### src/rtl/csr_target_timer_regs.sv
// csr_target_timer_regs
// CSR-bus target: a prescaled 32-bit up-counter with compare/interrupt plus
// four scratch registers. Responses are all-zero when this target is not
// addressed, so several targets can be OR-combined onto one master.
module csr_target_timer_regs #(
   parameter logic [15:0] CSR_SELECT = 16'h0001,
   parameter int unsigned PRESCALE   = 0
) (
   input  logic        clk,
   input  logic        reset_n,
   input  logic        csr_request__valid,
   input  logic        csr_request__read_not_write,
   input  logic [15:0] csr_request__select,
   input  logic [15:0] csr_request__address,
   input  logic [31:0] csr_request__data,
   output logic        csr_response__acknowledge,
   output logic        csr_response__read_data_valid,
   output logic        csr_response__read_data_error,
   output logic [31:0] csr_response__read_data,
   output logic        timer_irq
);

   localparam logic [1:0] ST_IDLE = 2'd0;
   localparam logic [1:0] ST_ACK  = 2'd1;
   localparam logic [1:0] ST_DATA = 2'd2;

   localparam logic [3:0] A_CTRL    = 4'd0;
   localparam logic [3:0] A_STATUS  = 4'd1;
   localparam logic [3:0] A_COUNTER = 4'd2;
   localparam logic [3:0] A_COMPARE = 4'd3;

   localparam int CTRL_EN     = 0;
   localparam int CTRL_IRQ_EN = 1;
   localparam int CTRL_RELOAD = 2;

   localparam logic [31:0] PRESCALE_MAX = 32'(PRESCALE);

   // Bus-side state
   logic [1:0]  r_state;
   logic        r_rnw;
   logic [31:0] r_rdata;
   logic        r_rerr;

   // Register bank
   logic [2:0]  r_ctrl;
   logic        r_pending;
   logic [31:0] r_counter;
   logic [31:0] r_compare;
   logic [31:0] r_scratch [4];
   logic [31:0] r_pre;
   logic        r_irq;

   // Decode / timer wires
   logic        w_hit;
   logic        w_accept;
   logic        w_wr;
   logic [3:0]  w_addr;
   logic        w_wr_ctrl;
   logic        w_wr_status;
   logic        w_wr_counter;
   logic        w_wr_compare;
   logic        w_wr_scratch;
   logic        w_pre_wrap;
   logic        w_cmp_evt;
   logic [31:0] w_rd_data;
   logic        w_rd_err;
   logic        w_unused;

   // Upper address bits are don't-care for this target.
   assign w_unused = ^csr_request__address[15:4];

   assign w_hit    = csr_request__valid && (csr_request__select == CSR_SELECT);
   assign w_addr   = csr_request__address[3:0];
   // Only IDLE accepts, so a request held through ACK is applied exactly once.
   assign w_accept = (r_state == ST_IDLE) && w_hit;
   assign w_wr     = w_accept && !csr_request__read_not_write;

   assign w_wr_ctrl    = w_wr && (w_addr == A_CTRL);
   assign w_wr_status  = w_wr && (w_addr == A_STATUS);
   assign w_wr_counter = w_wr && (w_addr == A_COUNTER);
   assign w_wr_compare = w_wr && (w_addr == A_COMPARE);
   assign w_wr_scratch = w_wr && (w_addr[3:2] == 2'b01);

   assign w_pre_wrap = r_ctrl[CTRL_EN] && (r_pre == PRESCALE_MAX);
   assign w_cmp_evt  = w_pre_wrap && (r_counter == r_compare);

   // Read-value mux for the addressed register, sampled when a request is accepted
   always_comb begin
      // NOTE: defaults first so every path assigns every output -- no latch.
      w_rd_data = '0;
      w_rd_err  = 1'b0;
      case (w_addr)
         A_CTRL:    w_rd_data = {29'd0, r_ctrl};
         A_STATUS:  w_rd_data = {31'd0, r_pending};
         A_COUNTER: w_rd_data = r_counter;
         A_COMPARE: w_rd_data = r_compare;
         4'd4, 4'd5, 4'd6, 4'd7: w_rd_data = r_scratch[w_addr[1:0]];
         default:   w_rd_err  = 1'b1;
      endcase
   end

   // Request FSM: IDLE -> ACK (held while valid) -> DATA for reads -> IDLE
   always_ff @(posedge clk or negedge reset_n) begin
      // NOTE: sequential state uses non-blocking assignments only.
      if (!reset_n) begin
         r_state <= ST_IDLE;
         r_rnw   <= 1'b0;
         r_rdata <= '0;
         r_rerr  <= 1'b0;
      end else begin
         case (r_state)
            ST_IDLE: begin
               if (w_hit) begin
                  r_state <= ST_ACK;
                  r_rnw   <= csr_request__read_not_write;
                  r_rdata <= w_rd_data;
                  r_rerr  <= w_rd_err;
               end
            end
            ST_ACK: begin
               if (!w_hit) r_state <= r_rnw ? ST_DATA : ST_IDLE;
            end
            ST_DATA: r_state <= ST_IDLE;
            default: r_state <= ST_IDLE;
         endcase
      end
   end

   // Control register
   always_ff @(posedge clk or negedge reset_n) begin
      if (!reset_n)       r_ctrl <= '0;
      else if (w_wr_ctrl) r_ctrl <= csr_request__data[2:0];
   end

   // Compare register
   always_ff @(posedge clk or negedge reset_n) begin
      if (!reset_n)          r_compare <= 32'hFFFF_FFFF;
      else if (w_wr_compare) r_compare <= csr_request__data;
   end

   // Scratch registers
   always_ff @(posedge clk or negedge reset_n) begin
      // NOTE: only four words, so they are flops with a reset, not a RAM.
      if (!reset_n) begin
         for (int i = 0; i < 4; i++) r_scratch[i] <= '0;
      end else if (w_wr_scratch) begin
         r_scratch[w_addr[1:0]] <= csr_request__data;
      end
   end

   // Prescaler: counts 0..PRESCALE while enabled, holds otherwise
   always_ff @(posedge clk or negedge reset_n) begin
      if (!reset_n)                r_pre <= '0;
      else if (r_ctrl[CTRL_EN])    r_pre <= w_pre_wrap ? '0 : r_pre + 32'd1;
   end

   // Counter: bus write wins over reload, reload wins over increment
   always_ff @(posedge clk or negedge reset_n) begin
      if (!reset_n)          r_counter <= '0;
      else if (w_wr_counter) r_counter <= csr_request__data;
      else if (w_pre_wrap)   r_counter <= (w_cmp_evt && r_ctrl[CTRL_RELOAD]) ? '0
                                                                             : r_counter + 32'd1;
   end

   // Pending flag: a compare event wins over a same-cycle write-1-to-clear
   always_ff @(posedge clk or negedge reset_n) begin
      if (!reset_n)                                r_pending <= 1'b0;
      else if (w_cmp_evt)                          r_pending <= 1'b1;
      else if (w_wr_status && csr_request__data[0]) r_pending <= 1'b0;
   end

   // Interrupt output, one cycle behind the pending flag
   always_ff @(posedge clk or negedge reset_n) begin
      if (!reset_n) r_irq <= 1'b0;
      else          r_irq <= r_pending & r_ctrl[CTRL_IRQ_EN];
   end

   assign csr_response__acknowledge     = (r_state == ST_ACK);
   assign csr_response__read_data_valid = (r_state == ST_DATA);
   assign csr_response__read_data_error = (r_state == ST_DATA) && r_rerr;
   assign csr_response__read_data       = (r_state == ST_DATA) ? r_rdata : '0;
   assign timer_irq                     = r_irq;

endmodule

### config.mk
export PLATFORM = sky130hd
export DESIGN_NAME = csr_target_timer_regs
export DESIGN_NICKNAME = d
export VERILOG_FILES = /design/src/rtl/csr_target_timer_regs.sv
export SDC_FILE = /design/constraint.sdc
export NUM_CORES = 1
export LEC_CHECK = 0
export ABC_AREA = 1
export BUFFER_PORTS_ARGS = -buffer_cell sky130_fd_sc_hd__buf_2
export CAP_MARGIN = 20
export CORE_MARGIN = 2
export CORE_UTILIZATION = 35
export DETAILED_ROUTE_END_ITERATION = 10
export GPL_TIMING_DRIVEN = 0
export SLEW_MARGIN = 10
export SYNTH_ARGS = -nofsm -noshare
export SYNTH_HDL_FRONTEND = slang
export SYNTH_SLANG_ARGS = --single-unit
### constraint.sdc
create_clock -name clk -period 1.8 [get_ports clk]
set_input_delay 0.09 -clock clk [delete_from_list [all_inputs] [get_ports clk]]
set_output_delay 0.09 -clock clk [all_outputs]
set_load 0.005 [all_outputs]
==> impl_metrics.py, run 1 <==
metrics = {
    "outcome": {
        "status": "finished with violations",
        "violations": "setup timing",
    },
    "sta": {
        "finalSetupViolCount": 62,
        "rsz0062_at_grt": "yes",
        "worst_slack_ns": -0.136,
        "min_period_ns": 1.94,
        "tightest_slew_ns": 0.863,
        "slew_viol_final": 0,
        "fin_tns_setup_ns": -5.67,
        "period_share_pct": 108,
        "fmax_mhz": 517,
        "maxSlewHeadroom_pct": 42.4,
        "hold_viol": 0,
        "fin_skew_ns": 0.0259,
    },
    "synth": {
        "ys_seq_area_share_pct": 47.2,
        "synth_top_area_share_pct": 41.3,
        "ys_ff_latch": 265,
        "syn-num-nets": 1928,
        "synth_cell_types": 39,
        "synth_area_leaders": "dfrtp_1 41%, nand2_1 12%, dfstp_2 6.0%",
        "syn_inst": 1857,
        "yosys_warnings": 0,
        "avgSynthCellArea_um2": 7.61,
        "syn_area_um2": 14100,
        "yosysTopAreaCell": "dfrtp_1",
    },
    "global_route": {
        "antenna_found_initial": 1,
        "grt_pass1_vias": 13100,
        "grt_pass1_wl_um": 75100,
        "track_usage_pct": 23.0,
        "gr-total-overflow": 0,
        "grt_max_degree": 104,
    },
    "drt": {
        "ant_nets": 0,
        "dr_total_vias": 13900,
        "wire_per_inst_um": 19.1,
        "drt_iter0_drc": 1360,
        "first_pass_iters": 6,
        "vias_per_cell": 5.29,
        "drc": 0,
        "routed_wirelength_um": 50400,
    },
    "worst_setup_path": {
        "reg2reg_to": "r_counter[1]",
        "timing.rr.start": "r_counter[0]",
        "rrSetupSlack_ns": -0.14,
        "critPathLaunchType": "register",
        "required_ns": 2.27,
        "crit_start": "r_counter[0]",
        "end_kind": "register",
        "crit_type": "reg -> reg",
        "worstPathMaxFanout": 7,
        "r2r_cells": 9,
        "cp.arrival_ns": 2.40,
    },
    "clocking": {
        "cts.sinks": 265,
        "numCtsBuffers": 30,
        "cts_tree": "built",
        "cts_max_level": 1,
        "cts_root_buffer": "clkbuf_16",
        "clkSlewWorstSetupHoldPaths_ns": 0.06,
        "clk_path_buf_depth": 3,
        "insertion_delay_ns": 0.58,
    },
    "worst_hold_path": {
        "hp-start": "csr_request__address[0]",
        "min_path_cells": 5,
        "min_to": "r_scratch[34]",
        "hold_path.class": "in -> reg",
    },
    "place": {
        "place_congestion": 0.966,
        "portBuffers": 91,
        "post-place-ws_ns": -0.623,
        "dp_hpwl_um": 34200,
    },
    "pwr": {
        "irDropWorstVdd_mv": 0.603,
        "p_per_area_nw_per_um2": 692,
        "leakage_nw": 8.68,
        "finalPower_mw": 12.9,
    },
    "die": {
        "start_util_pct": 35.5,
        "die_x_um": 205,
        "fp-row-count": 73,
        "core_area_um2": 39800,
        "io_pins": 104,
        "die_h_um": 205,
        "dieArea_um2": 42000,
    },
    "final_layout": {
        "nFillCells": 3868,
        "nNetsFinal": 2155,
        "antennaDiodeCount": 0,
        "layout_commonest_cell": "nand2_1",
        "syn_to_final_growth_pct": 31.9,
        "final_layout_size_suffix_gt1_share_pct": 23.4,
        "regArea_um2": 6690,
        "post-route-util_pct": 46.8,
        "multi_input_area_um2": 7150,
        "most-common-layout-cells": "430 x nand2_1, 220 x dfrtp_1, 206 x inv_1",
    },
    "flow_run": {
        "max-cap-violations": 0,
    },
}
-- cell usage after synthesis, drive strengths merged --
| library cell | n |
|---|---|
| nand4 | 30 |
| o211ai | 2 |
| nand3 | 142 |
| dfrtp | 233 |
| a21oi | 45 |
| a32o | 3 |
| nand2 | 456 |
| clkbuf | 39 |
| buf | 51 |
| ha | 3 |
| o21ai | 245 |
| nor4 | 3 |
| dfstp | 32 |
| xnor2 | 11 |
| a22o | 2 |
| and2 | 2 |
| o21a | 2 |
| xor2 | 40 |
| a22oi | 64 |
| or2 | 4 |
| nor3b | 2 |
| nor2 | 182 |
| nor3 | 22 |
| inv | 221 |
| o22ai | 21 |
-- critical path, cell delays in order (launching register included) --
cell     delay [ns]
dfrtp_2        0.47
xnor2_2        0.30
nand3_1        0.13
nor2_2         0.16
nand2_1        0.07
nor2_2         0.14
nand3_4        0.21
buf_8          0.22
nand3_2        0.07
nand2_1        0.06
-- worst max-delay path by stage --
stage	endpoint	cells past startpoint
3_3_place_gp	r_rdata[25]	1
5_1_grt	r_counter[1]	12
6_report	r_counter[1]	9
4_1_cts	csr_response__read_data[17]	7
2_1_floorplan	r_counter[10]	13
3_5_place_dp	r_rdata[7]	7
-- layer usage --
layer  wire, um  track usage [%]  part of all wire, %  vias to the layer above
met2      23600             37.7                   47                      532
met4       1930             7.25                  3.8                        2
met1      21400             31.6                   42                     6737
met5         13                0                0.026                        -
li1           -                -                    -                     6537
met3       3520             2.96                  7.0                      117
-- final cells by class --
type                       count  area share (%)
multi-input combinational   1286            38.4
sequential                   265            35.9
clock buffer                  48            4.98
buffer                        88            3.54
timing repair buffer         192            8.60
tap                          525            3.52
inverter                     221            4.51
clock inverter                 8           0.584
-- power by group --
part           switching (mW)  total [mW]  internal [mW]  leakage [nW]
sequential           0.000197        5.96           5.96          3.39
combinational           0.423       0.570          0.147          4.78
clock                    2.56        6.36           3.81         0.513
total                    2.98        12.9           9.92          8.68
-- through the flow --
stage	instance area, um^2	instances	hold WS (ns)
floorplan	14100	1857	-0.206
global placement	15200	2473	0.400
detailed placement	15300	2475	0.211
CTS	17500	2598	0.0369
global route	18600	2633	0.153
finish	18600	2633	0.139
-- registers in the layout (all words and copies together) (netlist names) --
signal and count:
r_rdata 32, r_scratch 128, r_pending 1, r_counter 32
timer_irq 1, r_pre 32, r_state 2, r_rnw 1
r_compare 32, r_ctrl 3, r_rerr 1
-- cells by family after synthesis --
| group | Yosys count | synth area share, % |
|---|---|---|
| AND/OR/NAND/NOR | 843 | 25.5 |
| AO/OA/AOI/OAI | 384 | 15.2 |
| buffers and inverters | 311 | 8.72 |
| flip-flops | 265 | 47.2 |
| XOR/XNOR | 51 | 3.16 |
| adder cells (fa/ha/maj) | 3 | 0.266 |
-- timing repair --
item	4_1_cts	5_1_grt
endpoints found under the hold margin	296	1
endpoints found under the setup margin	122	256
cloned	4	11
hold buffers	41	1
pin swaps	15	46
gates resized for setup	148	227
buffers inserted	23	24
No activity file was read; power rests on OpenSTA's default activity.
==> run 2, diff against run 1 <==
Settings changed: PLACE_DENSITY from default to 0.56.
==> impl_metrics.py, run 2 (synthesized netlist as in run 1, its figures left out) <==
metrics = {
    "worst_setup_path": {
        "critPathLaunchType": "register",
        "cp.arrival_ns": 1.87,
        "end_kind": "output port",
        "cp_cell_sequence": "inv_2 -> nor2_4 -> clkinvlp_4 -> buf_12 -> buf_12 -> nor2_4 -> buf_2",
        "worstPathMaxFanout": 5,
        "required_ns": 1.71,
        "cpMaxStageDelayCell": "dfrtp_1",
        "crit_type": "reg -> out",
        "slowest_delay_ns": 0.41,
    },
    "outcome": {
        "violations": "hold timing, setup timing",
        "status": "finished with violations",
    },
    "drt": {
        "wire_per_inst_um": 19.7,
        "dr_total_vias": 14000,
        "drt_iter0_drc": 1149,
        "drc": 0,
        "ant_nets": 0,
        "first_pass_iters": 5,
        "vias_per_cell": 5.29,
        "routed_wirelength_um": 52000,
    },
    "place": {
        "post-place-ws_ns": -0.666,
        "portBuffers": 91,
        "place_congestion": 0.954,
        "dp_cells": 2475,
        "dp_hpwl_um": 35100,
    },
    "clocking": {
        "clkSlewWorstSetupHoldPaths_ns": 0.06,
        "cts_max_level": 1,
        "cts_tree": "built",
        "insertion_delay_ns": 0.58,
        "cts_root_buffer": "clkbuf_16",
        "numCtsBuffers": 31,
        "clk_path_buf_depth": 3,
        "cts.sinks": 265,
    },
    "final_layout": {
        "nNetsFinal": 2163,
        "largest_reg_flops": 128,
        "top_register": "r_scratch",
        "post-route-util_pct": 47.7,
        "final_layout_size_suffix_gt1_share_pct": 25.8,
        "fin_cells": 2639,
        "antennaDiodeCount": 0,
        "layout_commonest_cell": "nand2_1",
        "nFillCells": 3913,
        "most-common-layout-cells": "407 x nand2_1, 227 x dfrtp_1, 207 x inv_1",
        "syn_to_final_growth_pct": 34.3,
    },
    "global_route": {
        "antenna_found_initial": 0,
        "grt_pass1_vias": 13200,
        "grt_max_degree": 111,
        "gr-total-overflow": 0,
        "track_usage_pct": 23.7,
        "grt_pass1_wl_um": 76700,
    },
    "pwr": {
        "leakage_nw": 8.80,
        "p_per_area_nw_per_um2": 691,
        "irDropWorstVdd_mv": 0.684,
    },
    "worst_hold_path": {
        "hold_path.class": "in -> reg",
    },
    "sta": {
        "maxSlewHeadroom_pct": 46.0,
        "hold_viol": 1,
        "hold_ws_ns": -0.00182,
        "slew_viol_final": 0,
        "period_share_pct": 109,
        "worst_slack_ns": -0.159,
        "tightest_slew_ns": 0.810,
        "min_period_ns": 1.96,
        "fin_skew_ns": 0.0140,
        "finalSetupViolCount": 86,
        "rsz0062_at_grt": "yes",
        "fmax_mhz": 510,
    },
    "die": {
        "fp-row-count": 73,
        "start_util_pct": 35.5,
        "die_h_um": 205,
        "io_pins": 104,
        "core_area_um2": 39800,
        "die_x_um": 205,
        "dieArea_um2": 42000,
    },
    "flow_run": {
        "max-cap-violations": 0,
    },
}
-- run 2: changes by cell type in the layout (fill, tap and decap cells not counted), moves of 12 or more --
| cell | before | now |
|---|---|---|
| buf_4 | 56 | 44 |
| nand2_1 | 430 | 407 |
| o21ai_2 | 4 | 30 |
| buf_2 | 102 | 115 |
| nand2_2 | 18 | 41 |
| o21ai_0 | 97 | 82 |
-- run 2: metrics by stage --
| stage | hold slack (ns) | TNS (ns) | total power, mW | cell area, um^2 |
|---|---|---|---|---|
| floorplan | -0.206 | 0 | 6.21 | 14100 |
| global placement | 0.420 | -1137.57 | 6.54 | 15200 |
| detailed placement | 0.125 | -56.28 | 6.56 | 15300 |
| CTS | 0.0561 | -5.19 | 13.2 | 17800 |
| global route | 0.0445 | -15.07 | 13.5 | 19000 |
| finish | -0.00182 | -8.32 | 13.1 | 19000 |
-- run 2: worst paths after layout --
| kind | startpoint | to | slack, ns | depth (start not counted) |
|---|---|---|---|---|
| max in group asynchronous | reset_n | r_counter[17] | 0.70 | 3 |
| setup / recovery | r_state[1] | csr_response__read_data[14] | -0.16 | 7 |
| setup reg to reg | r_pre[11] | r_counter[28] | -0.15 | 9 |
| min in group asynchronous | reset_n | r_rdata[6] | 0.09 | 2 |
| hold reg to reg | r_scratch[121] | r_scratch[121] | 0.48 | 2 |
| hold / removal | csr_request__address[2] | r_pending | -0.002 | 5 |
-- run 2: what timing repair did --
item,4_1_cts,5_1_grt
endpoints found under the setup margin,127,270
setup buffers,25,32
pin swaps,47,31
gates cloned,5,12
hold buffers,41,0
endpoints found under the hold margin,275,0
resized for setup,202,262
-- run 2: per-layer routing --
| layer | wire, um | track usage (%) | vias to the layer above | share of wire, % |
|---|---|---|---|---|
| met5 | 0 | 0 | - | 0 |
| met2 | 24100 | 37.9 | 493 | 46 |
| met1 | 22900 | 33.1 | 6802 | 44 |
| met3 | 3170 | 2.80 | 101 | 6.1 |
| met4 | 1830 | 8.17 | 0 | 3.5 |
| li1 | - | - | 6562 | - |
-- run 2: report_power, final --
part | internal [mW] | total [mW] | switching, mW
sequential | 5.96 | 5.96 | 0.000196
combinational | 0.146 | 0.573 | 0.427
clock | 4.00 | 6.57 | 2.58
-- run 2: area by class of cell --
class | count | area [um^2] | area share [%]
timing repair inverter | 1 | 7.51 | 0.0396
clock inverter | 14 | 214 | 1.13
multi-input combinational | 1284 | 7330 | 38.6
timing repair buffer | 203 | 1750 | 9.22
clock buffer | 41 | 843 | 4.44
buffer | 85 | 656 | 3.45
tap | 525 | 657 | 3.46
inverter | 221 | 842 | 4.44
sequential | 265 | 6680 | 35.2
-- run 2: worst max-delay path, delay by kind of cell (launching register included) --
family / cells / cell delay [ns]
simple gates: 2 / 0.23
flops: 1 / 0.41
buf+inv: 5 / 0.62
